--- src/rtl/mix_column_seq.sv ---
// rtl/mix_column_seq.sv - column-serial AES MixColumns engine with valid/ready handshakes
module mix_column_seq #(
    parameter int COLS_PER_CYCLE = 1,
    parameter int DATA_WIDTH     = 8
) (
    input  logic         clk,
    input  logic         rst_n,
    input  logic         in_valid,
    output logic         in_ready,
    input  logic [127:0] in_state,
    input  logic         in_bypass,
    output logic         out_valid,
    input  logic         out_ready,
    output logic [127:0] out_state,
    output logic         busy
);

    if (!(COLS_PER_CYCLE == 1 || COLS_PER_CYCLE == 2 || COLS_PER_CYCLE == 4)) begin : g_bad_cols
        $error("mix_column_seq: COLS_PER_CYCLE must be 1, 2 or 4");
    end
    if (DATA_WIDTH != 8) begin : g_bad_width
        $error("mix_column_seq: DATA_WIDTH must be 8");
    end

    typedef enum logic [1:0] {
        ST_IDLE = 2'd0,
        ST_CALC = 2'd1,
        ST_DONE = 2'd2
    } state_t;

    state_t       state_q, state_d;
    logic [127:0] src_q, src_d;
    logic [127:0] out_q, out_d;
    logic [1:0]   col_cnt_q, col_cnt_d;
    logic         accept;
    logic         last_group;

    function automatic logic [7:0] xtime(input logic [7:0] b);
        return {b[6:0], 1'b0} ^ (8'h1b & {8{b[7]}});
    endfunction

    function automatic logic [31:0] mix_col(input logic [31:0] col);
        logic [7:0] a0, a1, a2, a3;
        logic [7:0] r0, r1, r2, r3;
        a0 = col[31:24];
        a1 = col[23:16];
        a2 = col[15:8];
        a3 = col[7:0];
        r0 = xtime(a0) ^ xtime(a1) ^ a1 ^ a2 ^ a3;
        r1 = a0 ^ xtime(a1) ^ xtime(a2) ^ a2 ^ a3;
        r2 = a0 ^ a1 ^ xtime(a2) ^ xtime(a3) ^ a3;
        r3 = xtime(a0) ^ a0 ^ a1 ^ a2 ^ xtime(a3);
        return {r0, r1, r2, r3};
    endfunction

    assign last_group = (int'(col_cnt_q) + COLS_PER_CYCLE) >= 4;

    always_comb begin
        in_ready = 1'b0;
        case (state_q)
            ST_IDLE: in_ready = 1'b1;
            ST_DONE: in_ready = out_ready;
            default: in_ready = 1'b0;
        endcase
    end

    assign accept = in_valid & in_ready;

    always_comb begin
        state_d   = state_q;
        src_d     = src_q;
        out_d     = out_q;
        col_cnt_d = col_cnt_q;
        case (state_q)
            ST_IDLE, ST_DONE: begin
                if (accept) begin
                    src_d     = in_state;
                    col_cnt_d = 2'd0;
                    if (in_bypass) begin
                        out_d   = in_state;
                        state_d = ST_DONE;
                    end else begin
                        state_d = ST_CALC;
                    end
                end else if (state_q == ST_DONE && out_ready) begin
                    state_d = ST_IDLE;
                end
            end
            ST_CALC: begin
                // Only the columns in the current group pass through the shared multipliers.
                for (int c = 0; c < 4; c++) begin
                    if (c >= int'(col_cnt_q) && c < int'(col_cnt_q) + COLS_PER_CYCLE) begin
                        out_d[127-32*c -: 32] = mix_col(src_q[127-32*c -: 32]);
                    end
                end
                if (last_group) begin
                    col_cnt_d = 2'd0;
                    state_d   = ST_DONE;
                end else begin
                    col_cnt_d = col_cnt_q + 2'(COLS_PER_CYCLE);
                end
            end
            default: state_d = ST_IDLE;
        endcase
    end

    always_ff @(posedge clk or negedge rst_n) begin
        if (!rst_n) begin
            state_q   <= ST_IDLE;
            src_q     <= '0;
            out_q     <= '0;
            col_cnt_q <= 2'd0;
        end else begin
            state_q   <= state_d;
            src_q     <= src_d;
            out_q     <= out_d;
            col_cnt_q <= col_cnt_d;
        end
    end

    assign out_valid = (state_q == ST_DONE);
    assign out_state = out_q;
    assign busy      = (state_q == ST_CALC) || (state_q == ST_DONE);

endmodule

--- config.mk ---
export PLATFORM = sky130hd
export DESIGN_NAME = mix_column_seq
export DESIGN_NICKNAME = d
export VERILOG_FILES = /design/src/rtl/mix_column_seq.sv
export SDC_FILE = /design/constraint.sdc
export NUM_CORES = 1
export LEC_CHECK = 0
export BUFFER_PORTS_ARGS = -buffer_cell sky130_fd_sc_hd__buf_4
export CAP_MARGIN = 20
export CORE_ASPECT_RATIO = 0.5
export CORE_MARGIN = 8
export CORE_UTILIZATION = 58
export CTS_CLUSTER_DIAMETER = 50
export CTS_CLUSTER_SIZE = 28
export DETAILED_ROUTE_END_ITERATION = 6
export GPL_ROUTABILITY_DRIVEN = 0
export GPL_TIMING_DRIVEN = 0
export PLACE_DENSITY = 0.82
export SETUP_SLACK_MARGIN = 0.4
export SYNTH_ARGS = -nofsm -noshare
export SYNTH_HDL_FRONTEND = slang
export SYNTH_SLANG_ARGS = --single-unit
--- constraint.sdc ---
create_clock -name clk -period 2.8 [get_ports clk]
set_clock_uncertainty 0.05 [all_clocks]
set_input_delay 0 -clock clk [delete_from_list [all_inputs] [get_ports clk]]
set_output_delay 0 -clock clk [all_outputs]
set_load 0.01 [all_outputs]
; Word-level counts from Yosys, hierarchy flattened
; Cells that the tools add are included.
[word_totals]
rom_bits = 0
inputBits = 133
latchBits = 0
mem_count = 0
register_bits = 260
ram_bits = 0
[op_classes]
bitwise_logic = 81
n_div = 0
multipliers = 0
reduce_logical = 15
order_cmp = 8
n_shift = 0
muxes = 16
add_sub_neg = 2
n_eq_ne = 10
[ops]
columns = operator, n
row1 = 8-bit XOR, 64
row2 = 128-bit 2-to-1 mux, 2
row3 = 128-bit case mux with 2 select lines, 1
row4 = 32-bit 2-to-1 mux, 4
row5 = 8-bit by 5-bit XOR with 8-bit output, 16
row6 = 32-bit by 4-bit >= comparator with 1-bit output (second input constant), 1
row7 = 1-bit by 32-bit less-than comparator with 1-bit output (first input constant), 1
row8 = 2-bit by 32-bit less-than comparator with 1-bit output (first input constant), 1
row9 = 3-bit by 32-bit less-than comparator with 1-bit output (first input constant), 1
row10 = 4-bit AND reduction, 4
row11 = 2-bit inequality test (second input constant), 7
row12 = 2-bit 2-to-1 mux, 6
row13 = 2-bit case mux with 2 select lines, 2
row14 = 2-bit AND reduction, 3
row15 = 1-bit by 2-bit >= comparator with 1-bit output (first input constant), 2
row16 = 1-bit logical AND, 4
row17 = 2-bit by 1-bit adder with 3-bit output (second input constant), 1
row18 = 2-bit by 3-bit less-than comparator with 1-bit output (first input constant), 1
row19 = 3-bit inequality test (second input constant), 1
row20 = 2-bit by 1-bit adder with 2-bit output (second input constant), 1
row21 = 2-bit by 1-bit equality test with 1-bit output (second input constant), 1
row22 = 2-bit equality test (second input constant), 1
row23 = 2-bit >= comparator (first input constant), 1
row24 = 2-bit logical NOT, 1
row25 = other kinds (5), 5

; Depth between registers and ports, before layout
[depth]
depth_word = 7
depth_mapped = 9

; Worst setup path before layout
; OpenSTA, ideal clock, no wires.
[synth_path]
kind = register to register
from = register state_q[0]
to = register out_q[126], in the netlist out_state[126]
path_slack_ps = 604
synth_period_minus_slack_ps = 2196
t_required_ps = 2626
arrival_ps = 2022
path_stages_with_launch = 10
cell_sequence = dfrtp_1 inv_1 ha_1 a21o_2 a32oi_2 buf_6 buf_6 buf_6 nor3b_1 a211o_1
[synth_via]
elab_chain_len = 5
elab_cells_between_ends = 12
classes_between = eq/ne: 5 / mux: 2 / bitwise: 1 / reduce/logical: 4
[synth_rtl]
columns = item, line
row1 = start: declaration, 31  ; state_t state_q, state_d;
row2 = start signal: assignment, 114  ; state_q <= state_d;
row3 = 2-bit equality test, --
row4 = named net out_valid, 12  ; output logic out_valid,
row5 = 1-bit case mux with 2 select lines, 60  ; case (state_q)
row6 = named net in_ready, 9  ; output logic in_ready,
row7 = 1-bit bitwise AND, 67  ; assign accept = in_valid & in_ready;
row8 = 2-bit inequality test (no source line), --
row9 = 4-bit AND reduction (no source line), --
row10 = end signal: assignment, 116  ; out_q <= out_d;
row11 = end: declaration, 33  ; logic [127:0] out_q, out_d;
; The timed path passes the listed nets, and every way through them passes these cells.
; A chain may end at the register's enable or synchronous reset.

; Worst setup path in the final report
[layout_path]
from = register state_q[1]
to = register out_q[83], in the netlist out_state[83]
[layout_via]
elab_chain_len = 5
elab_cells_between_ends = 12
classes_between = eq/ne: 5 / mux: 2 / bitwise: 1 / reduce/logical: 4
[layout_rtl]
columns = item, line
row1 = 2-bit equality test or 2-bit logical NOT (tied branches), "60, 74"
row2 = 1-bit case mux with 2 select lines, 60
row3 = 1-bit bitwise AND, 67
row4 = 2-bit inequality test (no source line), --
row5 = 4-bit AND reduction (no source line), --
; Several ways; a longest one is shown, not always the timed one.

==> run summary <==
setup repair after global routing missed its margin: no
Die Y: 132 µm
count of buffers inserted at the top-level ports: 262
top cells by area in the synthesized netlist: sky130_fd_sc_hd__dfrtp_1 (41%), sky130_fd_sc_hd__xnor2_1 (17%), sky130_fd_sc_hd__mux2_2 (9.3%)
area of the multi-input gates: 8720 µm²
critical path class: reg -> reg
reg-to-reg endpoint: out_state[83]
maximum single-stage delay on the critical path: 400 ps
proportion of netlist area held by the largest area contributor: 41.3%
Clk Tree Root Cell: sky130_fd_sc_hd__clkbuf_16
CTS tree: built
Synth Instances: 1332
GR Util All Layers: 30.8%
worst path cell trace: buf_4, ha_2, a21o_4, a32oi_4, buf_6, buf_2, nor2_1, o221a_2
Total Nets Final: 1900
number of flops mapped to enable cells by yosys: 0
Max Fclk: 419 MHz
number of antenna violations at the first check in global routing: 5
maximum vdd ir drop: 0.613 mV
leading cell types in the layout, fill and taps excluded: sky130_fd_sc_hd__xnor2_1 (307), sky130_fd_sc_hd__buf_4 (273), sky130_fd_sc_hd__dfrtp_1 (260)
post-route cell area: 20400 µm²
pin count of the biggest net entering global routing: 118
post-synthesis instance area: 15700 µm²
outcome: finished clean
clock insertion delay at the later pin of the skew report: 540 ps
effective utilization at floorplan: 59.3%
Worst path slowest cell: sky130_fd_sc_hd__dfrtp_1
number of nets in the synthesized netlist: 1474
PnR Total Power: 0.0333 W
Seq. cell area: 6510 µm²
final hold viol count: 0
detailed-route vias per instance: 6.00
vias in the first global route: 13700
post-detailed-placement half-perimeter wirelength: 36800 µm
Site Rows: 42
launch instance of the worst register-to-register path: state_q[1]
CTS H-tree lvls: 1
final cycle utilization of the critical path: 85.3%
Worst-Margin Slew: 720 ps
LEAKAGE: 8.96 nW
signal arrival time at the worst endpoint: 2750 ps
clk buf depth: 3
depth of the most critical reg-to-reg path: 8
Warnings, synthesis: 0
syn_area_per_cell: 11.8 µm²
Max-cap violations: 0
end of the worst hold path: out_state[52]
Worst setup EP type: flip-flop
remaining max-slew budget at the tightest pin: 51.7%
cell area after placement: 18200 µm²
proportion of synthesized flip-flops having asynchronous set or reset: 100%
prevailing post-synth register cell: sky130_fd_sc_hd__dfrtp_1
post-CTS clock slew at the launch and capture registers of the worst setup and hold paths: 90 ps
critical-path maximum fanout: 10
wire length of the first global-routing pass: 80500 µm
wire length per cell after detailed routing: 24.5 µm
instance count along the most critical hold path: 4
final setup fails: 0
filler cell count in the final layout: 1672
# DRC: 0
Die Width: 249 µm
die footprint: 33000 µm²
Worst R2R Setup Slack: 410 ps
required time of the worst setup path: 3160 ps
detailed-route wire length: 52100 µm
power density over the cells: 1630 nW/µm²
startpoint type of the worst setup path: flip-flop
number of optimization iterations in the first detailed-route pass: 7
sequential cell area fraction in the yosys report: 41.3%
vias after detailed routing: 12800
1st-iter DRT viols: 1254
count of antenna-violating nets left after detailed routing: 0
total clock sinks: 260
minimum clock period after layout: 2390 ps
worst hold path type: in -> reg
Pins Over Slew Limit: 0
top cell type by total area after synthesis: sky130_fd_sc_hd__dfrtp_1
commonest non-fill, non-tap cell in the layout: sky130_fd_sc_hd__xnor2_1
I/O pins: 264
TritonCTS buffer count: 18
unique cell type count in the Yosys netlist: 44
hold path startpoint: in_state[52]
placeable core region: 26500 µm²
remaining global-route overflow: 0
share of post-route cells with drive strength above 1: 31.4%
Layout Area Growth over Synthesis: 29.5%
FF+latch count, synth: 260
synthesized netlist by cell type (5+ instances only):
| library cell | n |
|---|---|
| sky130_fd_sc_hd__a211o_1 | 55 |
| sky130_fd_sc_hd__a221o_1 | 5 |
| sky130_fd_sc_hd__buf_1 | 5 |
| sky130_fd_sc_hd__buf_2 | 41 |
| sky130_fd_sc_hd__buf_6 | 8 |
| sky130_fd_sc_hd__clkbuf_1 | 51 |
| sky130_fd_sc_hd__dfrtp_1 | 260 |
| sky130_fd_sc_hd__ha_1 | 9 |
| sky130_fd_sc_hd__inv_1 | 7 |
| sky130_fd_sc_hd__mux2_2 | 130 |
| sky130_fd_sc_hd__mux2i_1 | 16 |
| sky130_fd_sc_hd__nand2_1 | 31 |
| sky130_fd_sc_hd__nand3_1 | 14 |
| sky130_fd_sc_hd__nor2_1 | 7 |
| sky130_fd_sc_hd__nor3b_1 | 55 |
| sky130_fd_sc_hd__o211ai_1 | 39 |
| sky130_fd_sc_hd__o21a_1 | 56 |
| sky130_fd_sc_hd__o21ai_0 | 71 |
| sky130_fd_sc_hd__o221a_2 | 9 |
| sky130_fd_sc_hd__or3b_2 | 19 |
| sky130_fd_sc_hd__xnor2_1 | 307 |
| sky130_fd_sc_hd__xnor3_1 | 33 |
| sky130_fd_sc_hd__xor2_1 | 52 |
| sky130_fd_sc_hd__xor3_1 | 10 |
state kept, by name (all words and copies together) (netlist names):
| register | flops |
|---|---|
| src_q | 128 |
| state_q | 2 |
| out_state | 128 |
| col_cnt_q | 2 |
where the power goes:
group          switching (W)  internal [W]  leakage, nW
registers            0.00194       0.00561         3.12
clock network        0.00158       0.00135        0.296
logic                 0.0109        0.0119         5.54
total                 0.0144        0.0188         8.96
metrics by stage:
step                util, %  setup slack, ps  instances  hold WS [ps]  TNS (ps)
floorplan                 -              604       1332          -346         0
global placement       68.4             -418       1946           183   -100080
detailed placement     68.6              107       1948          -109         0
CTS                    76.4              392       2119           180         0
global route           76.8              398       2127           197         0
finish                 76.8              413       2128           193         0
kinds of logic (layout without fill, tap and decap cells):
| family | Yosys count | in the layout | synth area share [%] |
|---|---|---|---|
| adder cells (fa/ha/maj) | 9 | 9 | 0.716 |
| multiplexers | 146 | 146 | 10.3 |
| AO/OA/AOI/OAI | 249 | 249 | 11.6 |
| flip-flops | 260 | 260 | 41.3 |
| AND/OR/NAND/NOR | 148 | 148 | 5.92 |
| other | 0 | 6 | 0 |
| buffers and inverters | 115 | 553 | 3.49 |
| XOR/XNOR | 405 | 405 | 26.6 |
worst max-delay path by stage:
stage | from | endpoint | slack, ps | cells past startpoint
detailed placement | state_q[0] | out_state[93] | 110 | 7
finish | state_q[1] | out_state[83] | 410 | 8
global route | state_q[1] | out_state[114] | 400 | 9
CTS | state_q[1] | out_state[13] | 390 | 9
global placement | rst_n | out_state[57] | -420 | 1
floorplan | state_q[0] | out_state[126] | 600 | 9
per-layer routing:
| metal | global-route usage, % | wire (µm) | share of wire [%] |
|---|---|---|---|
| met1 | 38.8 | 20700 | 40 |
| met2 | 51.3 | 25000 | 48 |
| met3 | 6.70 | 4290 | 8.2 |
| met4 | 13.1 | 2150 | 4.1 |
| met5 | 0 | 0 | 0 |
timing repair:
item,4_1_cts,5_1_grt
setup buffers,5,4
resized for setup,20,41
hold endpoints to repair,427,0
hold buffers,134,0
setup endpoints to repair,228,216
pin swaps,1,1
area by class of cell:
| type | instances | share of cell area, % |
|---|---|---|
| Timing Repair Buffer | 407 | 17.0 |
| Clock inverter | 12 | 0.620 |
| Tap cell | 352 | 2.16 |
| Antenna cell | 6 | 0.0737 |
| Clock buffer | 20 | 2.40 |
| Sequential cell | 260 | 31.9 |
| Buffer | 107 | 2.92 |
| Multi-Input combinational cell | 957 | 42.8 |
| Inverter | 7 | 0.129 |
critical path, delay by kind of cell, from the launching register on:
| family | cells | cell delay, ps |
|---|---|---|
| buf+inv | 3 | 590 |
| fa+ha+maj | 1 | 200 |
| simple gates | 1 | 180 |
| compound gates | 3 | 860 |
| flops | 1 | 400 |
Power figures use the tool's default switching activity.
